===== src/rtl/sum_serializer_pkg.sv =====
// Shared types and constants for the sum serializer: FSM state encoding and
// the default serial bit period.
package sum_serializer_pkg;

  localparam int CLK_DIV_DEFAULT = 4;
  localparam int FRAME_BITS      = 8;

  typedef enum logic [1:0] {
    IDLE  = 2'd0,
    SHIFT = 2'd1,
    DONE  = 2'd2
  } state_e;

endpackage


===== src/rtl/sum_serializer_if.sv =====
// Control, data and serial-output bundle of the sum serializer, with the
// upstream side (master) and the serializer side (slave) as modports.
interface sum_serializer_if;
  import sum_serializer_pkg::*;

  // Handshake: a frame is requested by a rising edge of start seen on an
  // enabled cycle while idle; busy covers the shifting phase, and done pulses
  // once, for one enabled cycle, when the frame ends.
  // Edges seen while busy or done are dropped, never queued.
  logic       ena;
  logic [7:0] data_in;
  logic       start;
  logic       ser_out;
  logic       ser_clk;
  logic       busy;
  logic       done;
  state_e     state_dbg;

  modport master (
    output ena, data_in, start,
    input  ser_out, ser_clk, busy, done, state_dbg
  );

  modport slave (
    input  ena, data_in, start,
    output ser_out, ser_clk, busy, done, state_dbg
  );

endinterface


===== src/rtl/ser_bit_timer.sv =====
// Bit-period divider: counts CLK_DIV enabled cycles per serial bit, generates
// the ser_clk strobe (high in the second half) and the end-of-bit tick.
module ser_bit_timer
  import sum_serializer_pkg::*;
#(
  parameter int CLK_DIV = CLK_DIV_DEFAULT
) (
  input  logic clk,
  input  logic rst_n,
  input  logic ena_i,
  input  logic clr_i,
  input  logic run_i,
  output logic ser_clk_o,
  output logic bit_tick_o
);

  localparam int W = (CLK_DIV > 1) ? $clog2(CLK_DIV) : 1;
  localparam logic [W-1:0] LAST = W'(CLK_DIV - 1);
  localparam logic [W-1:0] HALF = W'(CLK_DIV / 2);

  logic [W-1:0] div_q;
  logic [W-1:0] div_d;

  always_comb begin
    div_d = div_q;
    if (clr_i) begin
      div_d = '0;
    end else if (run_i) begin
      div_d = (div_q == LAST) ? '0 : div_q + 1'b1;
    end
  end

  always_ff @(posedge clk or negedge rst_n) begin
    if (!rst_n) begin
      div_q <= '0;
    end else if (ena_i) begin
      div_q <= div_d;
    end
  end

  // Both outputs are gated by run_i so they stay low outside of shifting.
  assign bit_tick_o = run_i && (div_q == LAST);
  assign ser_clk_o  = run_i && (div_q >= HALF);

endmodule


===== src/rtl/sum_serializer.sv =====
// Serializes an 8-bit sum word MSB first on a launch edge of start, with a
// divided bit strobe, busy during shifting and a one-cycle done at frame end.
module sum_serializer
  import sum_serializer_pkg::*;
#(
  parameter int CLK_DIV = CLK_DIV_DEFAULT
) (
  input  logic             clk,
  input  logic             rst_n,
  sum_serializer_if.slave  bus
);

  state_e     state_q;
  state_e     state_d;
  logic       start_q;
  logic [7:0] sr_q;
  logic [7:0] sr_d;
  logic [2:0] bit_q;
  logic [2:0] bit_d;
  logic       launch;
  logic       timer_clr;
  logic       bit_tick;
  logic       timer_clk;
  logic       shifting;

  assign launch   = bus.start && !start_q;
  assign shifting = (state_q == SHIFT);

  ser_bit_timer #(
    .CLK_DIV (CLK_DIV)
  ) u_timer (
    .clk        (clk),
    .rst_n      (rst_n),
    .ena_i      (bus.ena),
    .clr_i      (timer_clr),
    .run_i      (shifting),
    .ser_clk_o  (timer_clk),
    .bit_tick_o (bit_tick)
  );

  always_comb begin
    state_d   = state_q;
    sr_d      = sr_q;
    bit_d     = bit_q;
    timer_clr = 1'b0;
    case (state_q)
      IDLE: begin
        if (launch) begin
          sr_d      = bus.data_in;
          bit_d     = 3'd0;
          timer_clr = 1'b1;
          state_d   = SHIFT;
        end
      end
      SHIFT: begin
        // The last bit ends the frame without a further shift.
        if (bit_tick) begin
          if (bit_q == 3'd7) begin
            state_d = DONE;
          end else begin
            sr_d  = {sr_q[6:0], 1'b0};
            bit_d = bit_q + 3'd1;
          end
        end
      end
      DONE: begin
        state_d = IDLE;
      end
      default: begin
        state_d = IDLE;
      end
    endcase
  end

  always_ff @(posedge clk or negedge rst_n) begin
    if (!rst_n) begin
      state_q <= IDLE;
      start_q <= 1'b0;
      sr_q    <= 8'd0;
      bit_q   <= 3'd0;
    end else if (bus.ena) begin
      state_q <= state_d;
      start_q <= bus.start;
      sr_q    <= sr_d;
      bit_q   <= bit_d;
    end
  end

  assign bus.busy      = shifting;
  assign bus.done      = (state_q == DONE);
  assign bus.ser_out   = shifting && sr_q[7];
  assign bus.ser_clk   = timer_clk;
  assign bus.state_dbg = state_q;

endmodule


===== src/flat_wrapper.sv =====
// flat-port wrapper written by rule: the top's interface ports become plain ports
module sum_serializer_flat import sum_serializer_pkg::*;
#(
  parameter int CLK_DIV = CLK_DIV_DEFAULT
)
  (clk, rst_n, bus_ena, bus_data_in, bus_start, bus_ser_out, bus_ser_clk, bus_busy, bus_done, bus_state_dbg);
  sum_serializer_if bus_i ();
  input  logic clk;
  input  logic rst_n;
  input wire logic [$bits(bus_i.ena)-1:0] bus_ena;
  input wire logic [$bits(bus_i.data_in)-1:0] bus_data_in;
  input wire logic [$bits(bus_i.start)-1:0] bus_start;
  output wire logic [$bits(bus_i.ser_out)-1:0] bus_ser_out;
  output wire logic [$bits(bus_i.ser_clk)-1:0] bus_ser_clk;
  output wire logic [$bits(bus_i.busy)-1:0] bus_busy;
  output wire logic [$bits(bus_i.done)-1:0] bus_done;
  output wire logic [$bits(bus_i.state_dbg)-1:0] bus_state_dbg;
  assign bus_i.ena = bus_ena;
  assign bus_i.data_in = bus_data_in;
  assign bus_i.start = bus_start;
  assign bus_ser_out = bus_i.ser_out;
  assign bus_ser_clk = bus_i.ser_clk;
  assign bus_busy = bus_i.busy;
  assign bus_done = bus_i.done;
  assign bus_state_dbg = bus_i.state_dbg;
  sum_serializer #(.CLK_DIV(CLK_DIV)) u_core (.clk(clk), .rst_n(rst_n), .bus(bus_i));
endmodule

===== config.mk =====
export PLATFORM = sky130hd
export DESIGN_NAME = sum_serializer_flat
export DESIGN_NICKNAME = d
export VERILOG_FILES = /design/src/rtl/sum_serializer_pkg.sv /design/src/rtl/sum_serializer_if.sv /design/src/rtl/ser_bit_timer.sv /design/src/rtl/sum_serializer.sv /design/src/flat_wrapper.sv
export SDC_FILE = /design/constraint.sdc
export NUM_CORES = 1
export LEC_CHECK = 0
export ABC_AREA = 0
export CORE_MARGIN = 3
export CORE_UTILIZATION = 45
export CTS_BUF_LIST = sky130_fd_sc_hd__clkbuf_8
export DETAILED_ROUTE_END_ITERATION = 10
export DONT_BUFFER_PORTS = 1
export GPL_ROUTABILITY_DRIVEN = 1
export PLACE_DENSITY = 0.73
export SYNTH_ARGS = -nofsm -noshare
export SYNTH_HDL_FRONTEND = slang
export SYNTH_SLANG_ARGS = --single-unit

===== constraint.sdc =====
create_clock -name clk -period 1.8 [get_ports clk]
set_clock_uncertainty 0.1 [all_clocks]
set_input_delay 0.36 -clock clk [delete_from_list [all_inputs] [get_ports clk]]
set_output_delay 0.36 -clock clk [all_outputs]
set_load 0.02 [all_outputs]

### Word level (Yosys, flattened, before mapping)

Cells that the tools add are included.

* add/subtract/negate cells: 2
* $lt $le $gt $ge: 1
* eq/ne operators: 8
* mux-type cells: 17
* reduce and logical (&&, ||, !) cells: 11

Operators with widths (number)
* two-way mux 8 bit: 3
* case mux 8 bit (2 select lines): 1
* two-way mux 2 bit: 6
* two-way mux 3 bit: 3
* case mux 3 bit (2 select lines): 1
* AND reduction 5 bit: 1
* equality test 2 bit (second input constant): 2
* logical AND 1 bit: 4
* inequality test 2 x 1 -> 1 bit (second input constant): 2
* inequality test 2 bit (second input constant): 2
* case mux 2 bit (2 select lines): 1
* AND reduction 4 bit: 1
* nonzero test 2 bit: 2
* adder 3 x 1 -> 3 bit (second input constant): 1
* equality test 3 bit (second input constant): 1
* adder 2 x 1 -> 2 bit (second input constant): 1
* equality test 2 x 1 -> 1 bit (second input constant): 1
* >= comparator 2 bit (second input constant): 1
* logical NOT 2 bit: 1
* two-way mux 1 bit: 2
* AND reduction 2 bit: 1
* logical NOT 1 bit: 1

* register bits: 16
* bits of input ports: 12
* output and inout port bits: 6
* word-level logic and storage cells: 44

### Logic depth before layout (Yosys ltp)

Gate-level depths: netlist of the first run.

* word-level depth: 6
* mapped depth: 6

### Modules after synthesis

From an unflattened synthesis of the first run, not the netlist that was laid out.

* cell total of the unflattened synthesis: 71
* area, all modules: 912.1 sq um

Modules (own cells, without submodules)
* sum_serializer: instances 1, cells an instance 58, area each 770.7 sq um, sequential area each 350.3 sq um
* ser_bit_timer: instances 1, cells an instance 13, area each 141.4 sq um, sequential area each 50.0 sq um

### Worst setup path before layout of the first run

OpenSTA, ideal clock, no wires.

* path kind: register to register
* from: reg u_core.state_q[0] (netlist: u_core.bus.state_dbg[0])
* to: reg u_core.bit_q[0]
* library setup time: 125 ps
* arrival time: 1617 ps
* required time: 1575 ps
* path slack: -42 ps
* cell stages (with the launch flop): 6
* buffers on the path: 2
* cell sequence: dfrtp_1 -> buf_6 -> or3b_1 -> a21boi_2 -> buf_6 -> mux2_4

* cells in the longest elaborated chain, start to end: 4

Ends and longest elaborated chain
* from (decl): line sum_serializer.sv:13 `state_e state_q;`
* from (signal assigned): line sum_serializer.sv:82 `state_q <= state_d;`
* equality test 2 x 1 -> 1 bit: line sum_serializer.sv:27, sum_serializer.sv:46
* logical AND 1 bit: line ser_bit_timer.sv:42 `assign bit_tick_o = run_i && (div_q == LAST);`
* inequality test 2 x 1 -> 1 bit (no line)
* AND reduction 5 bit (no line)
* to (signal assigned): line sum_serializer.sv:85 `bit_q <= bit_d;`
* to (decl): line sum_serializer.sv:18 `logic [2:0] bit_q;`

Parallel ways exist; a longest one is shown, timed or not.
A chain may end at the register's enable or synchronous reset.

### Worst setup path in the final report of the first run

* from: reg u_core.bit_q[0]
* to: reg u_core.bit_q[0]

* cells in the longest elaborated chain, start to end: 4

Ends and longest elaborated chain
* adder 3 x 1 -> 3 bit: line sum_serializer.sv:62 `bit_d = bit_q + 3'd1;`
* two-way mux 3 bit: line sum_serializer.sv:58 `if (bit_q == 3'd7) begin`
* two-way mux 3 bit: line sum_serializer.sv:57 `if (bit_tick) begin`
* case mux 3 bit (2 select lines): line sum_serializer.sv:46 `case (state_q)`

Parallel ways exist; a longest one is shown, timed or not. The select of a mux whose other input is x is not followed.

==> flow_metrics.env, run 1 <==
export IMPL_violations="setup timing"
export IMPL_synth_warning_count=0
export IMPL_final_max_slew_viol_count=0
export IMPL_io_pins=18
export IMPL_clk_pin_slew_ps=70
export IMPL_worstSetupEndpointType="flip-flop"
export IMPL_row_count=15
export IMPL_grt_max_degree=17
export IMPL_finalWirelength_mm=1.781
export IMPL_synthesis_nets=89
export IMPL_ys_ff_latch=16
export IMPL_finalPower_mw=1.890
export IMPL_drc_errors=0
export IMPL_clk_latency_ps=250
export IMPL_grt_total_usage_pct=15.29
export IMPL_fin_nets=107
export IMPL_status="finished, violations left"
export IMPL_cts_sinks=16
export IMPL_syn2layout_area_growth_pct=25.39
export IMPL_die_h_um=50.28
export IMPL_design_die_area_mm2=0.002528
export IMPL_synth_edff_count=0
export IMPL_path_cells="ha_2, ha_4, nand3b_1, a21boi_2, buf_4, mux2_4"
export IMPL_hp_class="in -> reg"
export IMPL_finalCritPeriodShare_pct=102.1
export IMPL_grt_overflow=0
export IMPL_cts_buffers=3
export IMPL_arrival_ps=1870
export IMPL_worst_setup_path_type="reg -> reg"
export IMPL_synth_area_um2=882.1
export IMPL_grt_pass1_vias=641
export IMPL_startpoint_type="flip-flop"
export IMPL_rsz0062_at_grt="yes"
export IMPL_cts_htree_levels=1
export IMPL_drive_gt1_share_pct=45.56
export IMPL_coreArea_mm2=0.001783
export IMPL_synth_area_leaders="dfrtp_1 45%, mux2_4 12%, mux2_2 11%, ha_1 5.7%, mux2i_1 3.4%"
export IMPL_ys_top_cells_by_count="16 x dfrtp_1, 9 x mux2_2, 7 x inv_1, 7 x mux2_4, 5 x nor2_1"
export IMPL_cts_buffer_depth=2
export IMPL_p_per_area_mw_per_mm2=1708
export IMPL_crit_family="flip-flops"
export IMPL_antenna_left=0
export IMPL_initial_utilization_pct=49.47
export IMPL_cpPeakStageDelay_ps=390
export IMPL_cts_tree="yes"
export IMPL_cap_violations=0
export IMPL_tightest_slew_ps=716.8
export IMPL_post_synth_top_count_cell="dfrtp_1"
export IMPL_gp_congestion=0.6977
export IMPL_detail_route_wl_per_cell_um=15.49
export IMPL_fmax_mhz=544.0
export IMPL_vias=572
export IMPL_min_from="bus_ena"
export IMPL_grt_pass1_wl_mm=2.925
export IMPL_synth_top_cell_by_area="dfrtp_1"
export IMPL_n_antenna_cell=0
export IMPL_synth_cell_type_count=23
export IMPL_placed_cells=107
export IMPL_cp_max_fo=4
export IMPL_synth_top_area_share_pct=45.39
export IMPL_place_ws_ps=-32.42
export IMPL_slowest_stage="dfrtp_1"
export IMPL_synth_cells=73
export IMPL_r2r_start="u_core.bit_q[0]$_DFFE_PN0P_"
export IMPL_irDropWorstVdd_mv=1.032
export IMPL_hpwl_mm=1.228
export IMPL_synthArstFlopShare_pct=100.0
export IMPL_drt_pre_antenna_iters=4
export IMPL_cp_required_ps=1830
export IMPL_portBuffers=0
export IMPL_ys_seq_area_share_pct=45.39
export IMPL_finalSetupViolCount=7
export IMPL_hold_viol=0
export IMPL_vias_per_cell=4.974
export IMPL_die_w_um=50.28
export IMPL_leakagePower_nw=0.5236
export IMPL_timing_critical_path_buf_inv=1
export IMPL_slew_headroom_pct=52.06
export IMPL_min_period_ps=1838
export IMPL_syn_avg_cell_area_um2=12.08
export IMPL_layout_cells_non_filler=115
export IMPL_fin_ws_ps=-38.31
export IMPL_cts_root_buf="clkbuf_8"
export IMPL_synth_main_ff_cell="dfrtp_1"
export IMPL_grt_antenna_before_repair=0
export IMPL_crit_start="u_core.bit_q[0]$_DFFE_PN0P_"
export IMPL_drt_first_iter_violations=7
## worst paths after layout
kind,end,slack [ps],depth (start not counted)
setup reg to reg,u_core.bit_q[0]$_DFFE_PN0P_,-40,6
min in group asynchronous,u_core.u_timer.div_q[0]$_DFFE_PN0P_,500,1
max in group asynchronous,u_core.bus.state_dbg[0]$_DFFE_PN0P_,600,1
hold reg to reg,u_core.sr_q[6]$_DFFE_PN0P_,420,1
setup / recovery,u_core.bit_q[0]$_DFFE_PN0P_,-40,6
hold / removal,u_core.bus.state_dbg[0]$_DFFE_PN0P_,100,1
## power breakdown
group          switching (mW)  internal, mW
registers              0.0954         0.499
clock network           0.126         0.194
logic                   0.418         0.557
total                   0.639          1.25
## final cells by class
cell class | count | area, um2
fillers | 151 | 676.9
multi-input cells | 47 | 456.7
flip-flops and latches | 16 | 401.6
repair buffers | 16 | 135.1
clock buffers | 4 | 55.05
well taps | 25 | 31.28
inverters | 7 | 26.28
## logic make-up (layout without fill, tap and decap cells)
group	after synthesis	after routing	share of synthesized area, %
fa+ha+maj	4	4	5.674
compound gates	8	8	6.810
simple gates	16	16	9.221
buf+inv	10	27	6.099
flops	16	16	45.39
mux	19	19	26.81
## sequential cells by signal (all words and copies together), names as in the netlist
name,count
u_core.bit_q,3
u_core.bus.state_dbg,2
u_core.u_timer.div_q,2
u_core.sr_q,8
u_core.start_q,1
## what timing repair did
action,CTS,global route
resized for setup,4,3
buffers inserted,1,2
endpoints found under the hold margin,16,0
pin swaps,1,0
hold buffers,1,0
endpoints found under the setup margin,8,11
## per-layer routing
metal	part of all wire (%)	global-route usage [%]
met3	5.6	5.935
met5	0	0
met1	41	17.45
met4	0.84	1.382
met2	52	27.61
## metrics by stage
| step | instance area [um2] | setup TNS (ps) | util, % | hold WS [ps] |
|---|---|---|---|---|
| after floorplan | 883.3 | -77.65 | - | -35.59 |
| after CTS | 1076 | -4.294 | 60.35 | 93.18 |
| after global placement | 989.7 | 0 | 55.51 | -35.10 |
| after detailed placement | 989.7 | -177.1 | 55.51 | -35.03 |
| final | 1106 | -181.2 | 62.04 | 95.50 |
| after global routing | 1106 | -975.0 | 62.04 | 98.87 |
## worst reg2reg max path, stage by stage (launching register included)
cell and delay, ps:
dfrtp_1 390, ha_2 200, ha_4 150, nand3b_1 170
a21boi_2 230, buf_4 180, mux2_4 300
## cells in the final DEF, fill, tap and decap left out
cell type	count
a21boi_0	1
a21boi_2	1
a31oi_1	1
a32o_1	1
and2_4	1
buf_12	1
buf_4	14
clkbuf_8	4
dfrtp_1	15
dfrtp_2	1
dlygate4sd3_1	1
ha_1	2
ha_2	1
ha_4	1
inv_1	7
mux2_2	8
mux2_4	8
mux2i_1	3
nand2_1	4
nand2b_4	1
nand3b_1	1
nand4_1	1
nor2_1	5
nor2b_1	2
o21ai_0	2
o22ai_1	1
o2bb2ai_1	1
or3b_1	1
Note: power is estimated with default switching activity, not from simulation.
==> run 2, diff against run 1 <==
Settings changed: DONT_BUFFER_PORTS 1 to unset, PLACE_DENSITY 0.73 to 0.85.
==> run 2 against run 1 <==
Effect of this change: the flow still finishes with violations (setup timing); worst setup slack better by 12 ps; via count increased by 14%; fmax is 0.67% higher; non-clock buffer count grew 18; cell count rose by 16%; critical endpoint is now u_core.sr_q[5]$_DFFE_PN0P_.
==> flow_metrics.env, run 2 (synthesis results as in run 1) <==
export IMPL_drt_pre_antenna_iters=4
export IMPL_finalCritPeriodShare_pct=101.4
export IMPL_min_period_ps=1826
export IMPL_final_max_slew_viol_count=0
export IMPL_finalWirelength_mm=1.845
export IMPL_vias=650
export IMPL_portBuffers=17
export IMPL_irDropWorstVdd_mv=0.8077
export IMPL_clockPowerShare_pct=16.6
export IMPL_layout_cells_non_filler=133
export IMPL_grt_max_degree=17
export IMPL_vias_per_cell=4.887
export IMPL_path_cells="buf_6, or3b_1, a21boi_2, buf_12, mux2_4"
export IMPL_hold_worst_slack_ps=331.8
export IMPL_cts_root_buf="clkbuf_8"
export IMPL_n_antenna_cell=0
export IMPL_hpwl_mm=1.353
export IMPL_coreArea_mm2=0.001783
export IMPL_gp_congestion=0.7330
export IMPL_crit_start="u_core.bus.state_dbg[0]$_DFFE_PN0P_"
export IMPL_fin_util_pct=71.72
export IMPL_fin_nets=125
export IMPL_io_pins=18
export IMPL_cts_tree="yes"
export IMPL_slew_headroom_pct=83.77
export IMPL_reg_top3="u_core.sr_q: 8 flops, u_core.bit_q: 3 flops"
export IMPL_cap_violations=0
export IMPL_arrival_ps=1870
export IMPL_multi_input_area_um2=454.2
export IMPL_die_h_um=50.28
export IMPL_die_w_um=50.28
export IMPL_swShare_pct=33.37
export IMPL_drc_errors=0
export IMPL_fin_ws_ps=-26.03
export IMPL_rsz0062_at_grt="yes"
export IMPL_r2r_slack_ps=-30
export IMPL_antenna_left=0
export IMPL_r2r_cells=5
export IMPL_cp_max_fo=11
export IMPL_grt_total_usage_pct=17.55
export IMPL_leakagePower_nw=0.6182
export IMPL_clk_latency_ps=250
export IMPL_cp_required_ps=1840
export IMPL_placed_cells=125
export IMPL_fill_cells=128
export IMPL_final_cell_mix="15 x buf_4, 15 x dfrtp_1, 10 x clkdlybuf4s50_1"
export IMPL_p_per_area_mw_per_mm2=1504
export IMPL_p_switching_mw=0.6419
export IMPL_detail_route_wl_per_cell_um=13.87
export IMPL_syn2layout_area_growth_pct=44.96
export IMPL_design_die_area_mm2=0.002528
export IMPL_grt_antenna_before_repair=0
export IMPL_hp_class="in -> async"
export IMPL_p_int_mw=1.282
export IMPL_power_frac_comb_pct=52.4
export IMPL_cts_sinks=16
export IMPL_row_count=15
export IMPL_fmax_mhz=547.6
export IMPL_largest_reg_flops=8
export IMPL_crit_end="u_core.sr_q[5]$_DFFE_PN0P_"
export IMPL_startpoint_type="flip-flop"
export IMPL_grt_pass1_vias=718
export IMPL_cts_buffer_depth=2
export IMPL_r2r_start="u_core.bus.state_dbg[0]$_DFFE_PN0P_"
export IMPL_sequentialPowerShare_pct=30.9
export IMPL_drt_first_iter_violations=3
export IMPL_grt_pass1_wl_mm=3.305
export IMPL_clk_pin_slew_ps=60
export IMPL_cpPeakStageDelay_ps=430
export IMPL_timing_rr_end="u_core.sr_q[5]$_DFFE_PN0P_"
export IMPL_worstSetupEndpointType="flip-flop"
export IMPL_violations="setup timing"
export IMPL_finalSetupViolCount=8
export IMPL_hold_viol=0
export IMPL_slowest_stage="dfrtp_2"
export IMPL_max_flop_register="u_core.sr_q"
export IMPL_grt_overflow=0
export IMPL_regArea_um2=401.6
export IMPL_initial_utilization_pct=49.47
export IMPL_cts_buffers=3
export IMPL_cts_htree_levels=1
export IMPL_drive_gt1_share_pct=42.59
export IMPL_tightest_slew_ps=241.0
export IMPL_status="finished, violations left"
export IMPL_worst_setup_path_type="reg -> reg"
[run 2: repair_timing]
item                                    4_1_cts  5_1_grt
pin swaps                                     0        0
hold buffers                                  0        0
setup buffers                                 3        1
endpoints found under the setup margin       13       15
gates resized for setup                      13        8
[run 2: routing by layer]
metal / GRT usage [%] / part of all wire, %
met5: 0 / 0
met3: 5.045 / 4.6
met1: 22.66 / 42
met2: 26.74 / 51
met4: 8.295 / 1.5
[run 2: worst max-delay path: cells and delay by family (launching register included)]
kind	cells	cell delay, ps
compound gates	1	200
simple gates	1	370
mux	1	310
flops	1	430
buf+inv	2	300
[run 2: how the worst min path moves through the flow]
stage / from / end / slack, ps / cells after the start
2_1_floorplan: rst_n / u_core.bit_q[0]$_DFFE_PN0P_ / -40 / 0
3_3_place_gp: u_core.sr_q[6]$_DFFE_PN0P_ / u_core.sr_q[6]$_DFFE_PN0P_ / 390 / 1
3_5_place_dp: u_core.sr_q[4]$_DFFE_PN0P_ / u_core.sr_q[4]$_DFFE_PN0P_ / 400 / 1
4_1_cts: rst_n / u_core.u_timer.div_q[0]$_DFFE_PN0P_ / 340 / 2
5_1_grt: rst_n / u_core.sr_q[1]$_DFFE_PN0P_ / 370 / 2
6_report: rst_n / u_core.u_timer.div_q[1]$_DFFE_PN0P_ / 330 / 2
[run 2: layout make-up]
cell class	count	area share (%)
clock buffer	4	4.305
inverter	7	2.055
multi-input combinational	47	35.52
sequential	16	31.41
tap	25	2.446
timing repair buffer	34	24.27
[run 2: power by group through the flow]
| stage | logic, mW | registers [mW] | clock network, mW |
|---|---|---|---|
| 2_1_floorplan | 0.606 | 0.584 | 0 |
| 5_1_grt | 1.13 | 0.612 | 0.347 |
| 6_report | 1.01 | 0.595 | 0.320 |
| 3_5_place_dp | 0.954 | 0.589 | 0 |
| 3_3_place_gp | 0.904 | 0.579 | 0 |
| 4_1_cts | 0.970 | 0.586 | 0.329 |
[run 2: stage by stage]
stage	setup slack, ps	setup TNS, ps	total power, mW	instance area [um2]
after floorplan	-11.09	-77.65	1.190	883.3
after global placement	-304.5	-2693	1.483	1167
after detailed placement	-323.3	-2860	1.543	1167
after CTS	-23.66	-43.16	1.885	1251
after global routing	-113.4	-1071	2.085	1279
final	-26.03	-140.8	1.924	1279
==> run 3, diff against run 2 <==
Settings changed: ABC_AREA 0 to 1.
==> run 3 against run 2 <==
Effect of this change: sequential share of layout area is 2.1 points higher; register-to-register slack improved by 180 ps; hold slack worse by 16 ps; fmax is 5.7% higher; via count rose by 37%; sequential power shrank 2%; cell area shrank 6.6%; die area is 2.6% higher; sequential cell count stayed put; the flow now finishes without violations; non-clock buffer count is 6 lower; clock power is 3% higher.
==> flow_metrics.env, run 3 <==
export IMPL_status="finished, final reports clean"
export IMPL_cts_setup_buffers=0
export IMPL_hpwl_mm=1.625
export IMPL_vias_per_cell=5.091
export IMPL_antenna_left=0
export IMPL_synth_top_area_share_pct=44.08
export IMPL_leakagePower_nw=0.6765
export IMPL_gr_usage_met3_pct=4.956
export IMPL_finalWirelength_mm=2.187
export IMPL_synth_top_family_by_area="simple AND/OR/NAND/NOR gates"
export IMPL_cts_hold_fix_buffers=0
export IMPL_cts_htree_levels=1
export IMPL_rsz0062_at_grt="no"
export IMPL_gr_max_usage_layer="met2"
export IMPL_worstSetupEndpointType="primary output"
export IMPL_hp_class="in -> async"
export IMPL_max_flop_register="u_core.sr_q"
export IMPL_tightest_slew_ps=232.2
export IMPL_arrival_ps=1270
export IMPL_worst_setup_path_type="reg -> out"
export IMPL_final_max_slew_viol_count=0
export IMPL_r2r_cells=8
export IMPL_yosys_area_share_adder_pct=5.510
export IMPL_cp_required_ps=1340
export IMPL_muxShareOfSynthArea_pct=0
export IMPL_grt_overflow=0
export IMPL_met1_usage_pct=21.28
export IMPL_drt_pre_antenna_iters=4
export IMPL_design_die_area_mm2=0.002594
export IMPL_synthesis_nets=138
export IMPL_reg_top3="u_core.sr_q: 8 flops, u_core.bit_q: 3 flops"
export IMPL_drive_gt1_share_pct=15.33
export IMPL_synth_area_um2=908.4
export IMPL_irDropWorstVdd_mv=0.7756
export IMPL_synthSimpleGateAreaFrac_pct=37.33
export IMPL_fin_nets=167
export IMPL_hold_viol=0
export IMPL_grt_met2_usage_pct=33.91
export IMPL_grt_antenna_before_repair=0
export IMPL_cap_violations=0
export IMPL_synth_xor_area_share_pct=0
export IMPL_min_period_ps=1727
export IMPL_ys_ff_latch=16
export IMPL_synth_cells=122
export IMPL_cts_sinks=16
export IMPL_gp_congestion=0.7496
export IMPL_initial_utilization_pct=49.90
export IMPL_fin_util_pct=65.64
export IMPL_n_antenna_cell=0
export IMPL_cts_buffers=3
export IMPL_drc_errors=0
export IMPL_p_per_area_mw_per_mm2=1567
export IMPL_ys_top_cells_by_count="52 x nand2_1, 16 x dfrtp_1, 12 x nand3_1"
export IMPL_final_cell_mix="52 x nand2_1, 16 x dfrtp_1, 12 x nand3_1"
export IMPL_syn_avg_cell_area_um2=7.446
export IMPL_cts_root_buf="clkbuf_8"
export IMPL_grt_max_degree=17
export IMPL_synth_warning_count=0
export IMPL_die_w_um=50.93
export IMPL_finalCritPeriodShare_pct=95.94
export IMPL_synth_edff_count=0
export IMPL_synthArstFlopShare_pct=100.0
export IMPL_clk_latency_ps=260
export IMPL_die_h_um=50.93
export IMPL_drt_first_iter_violations=37
export IMPL_synth_compound_area_share_pct=3.581
export IMPL_io_pins=18
export IMPL_final_common_cell="nand2_1"
export IMPL_synth_top_cell_by_area="dfrtp_1"
export IMPL_synth_area_leaders="dfrtp_1 44%, nand2_1 21%, nand3_1 6.6%, ha_1 5.5%, inv_1 4.1%"
export IMPL_coreArea_mm2=0.001821
export IMPL_fin_tns_setup_ps=0
export IMPL_vias=891
export IMPL_slew_headroom_pct=84.36
export IMPL_startpoint_type="flip-flop"
export IMPL_cts_buffer_depth=2
export IMPL_detail_route_wl_per_cell_um=12.50
export IMPL_ctsResizeCount=8
export IMPL_clk_pin_slew_ps=70
export IMPL_r2r_slack_ps=150
export IMPL_timing_rr_end="u_core.bit_q[0]$_DFFE_PN0P_"
export IMPL_grt_pass1_vias=873
export IMPL_fmax_mhz=579.0
export IMPL_largest_reg_flops=8
export IMPL_grt_pass1_wl_mm=3.746
export IMPL_r2r_start="u_core.bit_q[0]$_DFFE_PN0P_"
export IMPL_grt_total_usage_pct=19.70
export IMPL_synth_main_ff_cell="dfrtp_1"
export IMPL_cts_tree="yes"
export IMPL_post_synth_top_count_cell="nand2_1"
export IMPL_portBuffers=17
export IMPL_cp_max_fo=4
export IMPL_ys_seq_area_share_pct=44.08
export IMPL_row_count=15
export IMPL_syn2layout_area_growth_pct=31.54
export IMPL_synth_cell_type_count=15
export IMPL_finalSetupViolCount=0
-- run 3: cell families (layout without fill, tap and decap cells) --
family / count (synthesis) / in the layout
simple gates: 81 / 81
flops: 16 / 16
buf+inv: 16 / 44
compound gates: 5 / 5
fa+ha+maj: 4 / 4
-- run 3: area by class of cell --
type                    count  area (um2)
repair buffers             28       241.5
multi-input cells          90       421.7
clock buffers               4       55.05
inverters                  12       45.04
flip-flops and latches     16       400.4
well taps                  25       31.28
fillers                   156       625.6
-- run 3: critical path: stages (launching register included) --
cell	delay, ps
dfrtp_1	380
inv_1	70
nand2_1	110
nor2_1	100
dlygate4sd2_1	340
-- run 3: worst max-delay path by stage --
| stage | start | end | slack [ps] | cells past startpoint |
|---|---|---|---|---|
| finish | u_core.bus.state_dbg[1]$_DFFE_PN0P_ | bus_ser_out | 70 | 4 |
| global route | u_core.bus.state_dbg[1]$_DFFE_PN0P_ | bus_ser_out | 5 | 4 |
| CTS | u_core.u_timer.div_q[0]$_DFFE_PN0P_ | bus_ser_clk | 50 | 5 |
| detailed placement | u_core.u_timer.div_q[0]$_DFFE_PN0P_ | bus_ser_clk | -20 | 5 |
| global placement | u_core.u_timer.div_q[0]$_DFFE_PN0P_ | bus_ser_clk | 50 | 5 |
| floorplan | u_core.bit_q[0]$_DFFE_PN0P_ | u_core.bit_q[0]$_DFFE_PN0P_ | 120 | 9 |
-- run 3: power breakdown --
group,internal [mW],total [mW],switching (mW)
clock,0.195,0.329,0.134
combinational,0.374,0.958,0.584
sequential,0.495,0.586,0.0902
total,1.06,1.87,0.808
-- run 3: through the flow --
step | area, um2 | power [mW] | hold WS, ps | worst slack (ps) | instances
after detailed placement | 1151 | 1.584 | 359.4 | -19.50 | 171
after global routing | 1195 | 2.017 | 341.4 | 4.849 | 175
after global placement | 1151 | 1.519 | 354.9 | 48.49 | 171
after CTS | 1201 | 1.888 | 322.6 | 45.22 | 175
final | 1195 | 1.872 | 315.6 | 73.03 | 175
after floorplan | 908.4 | 1.212 | -35.59 | 116.0 | 122
-- run 3: layer usage --
layer	part of all wire [%]	vias to the layer above
met2	52	30
met5	0	-
met4	2.3	0
met1	40	415
met3	5.3	6
li1	-	440
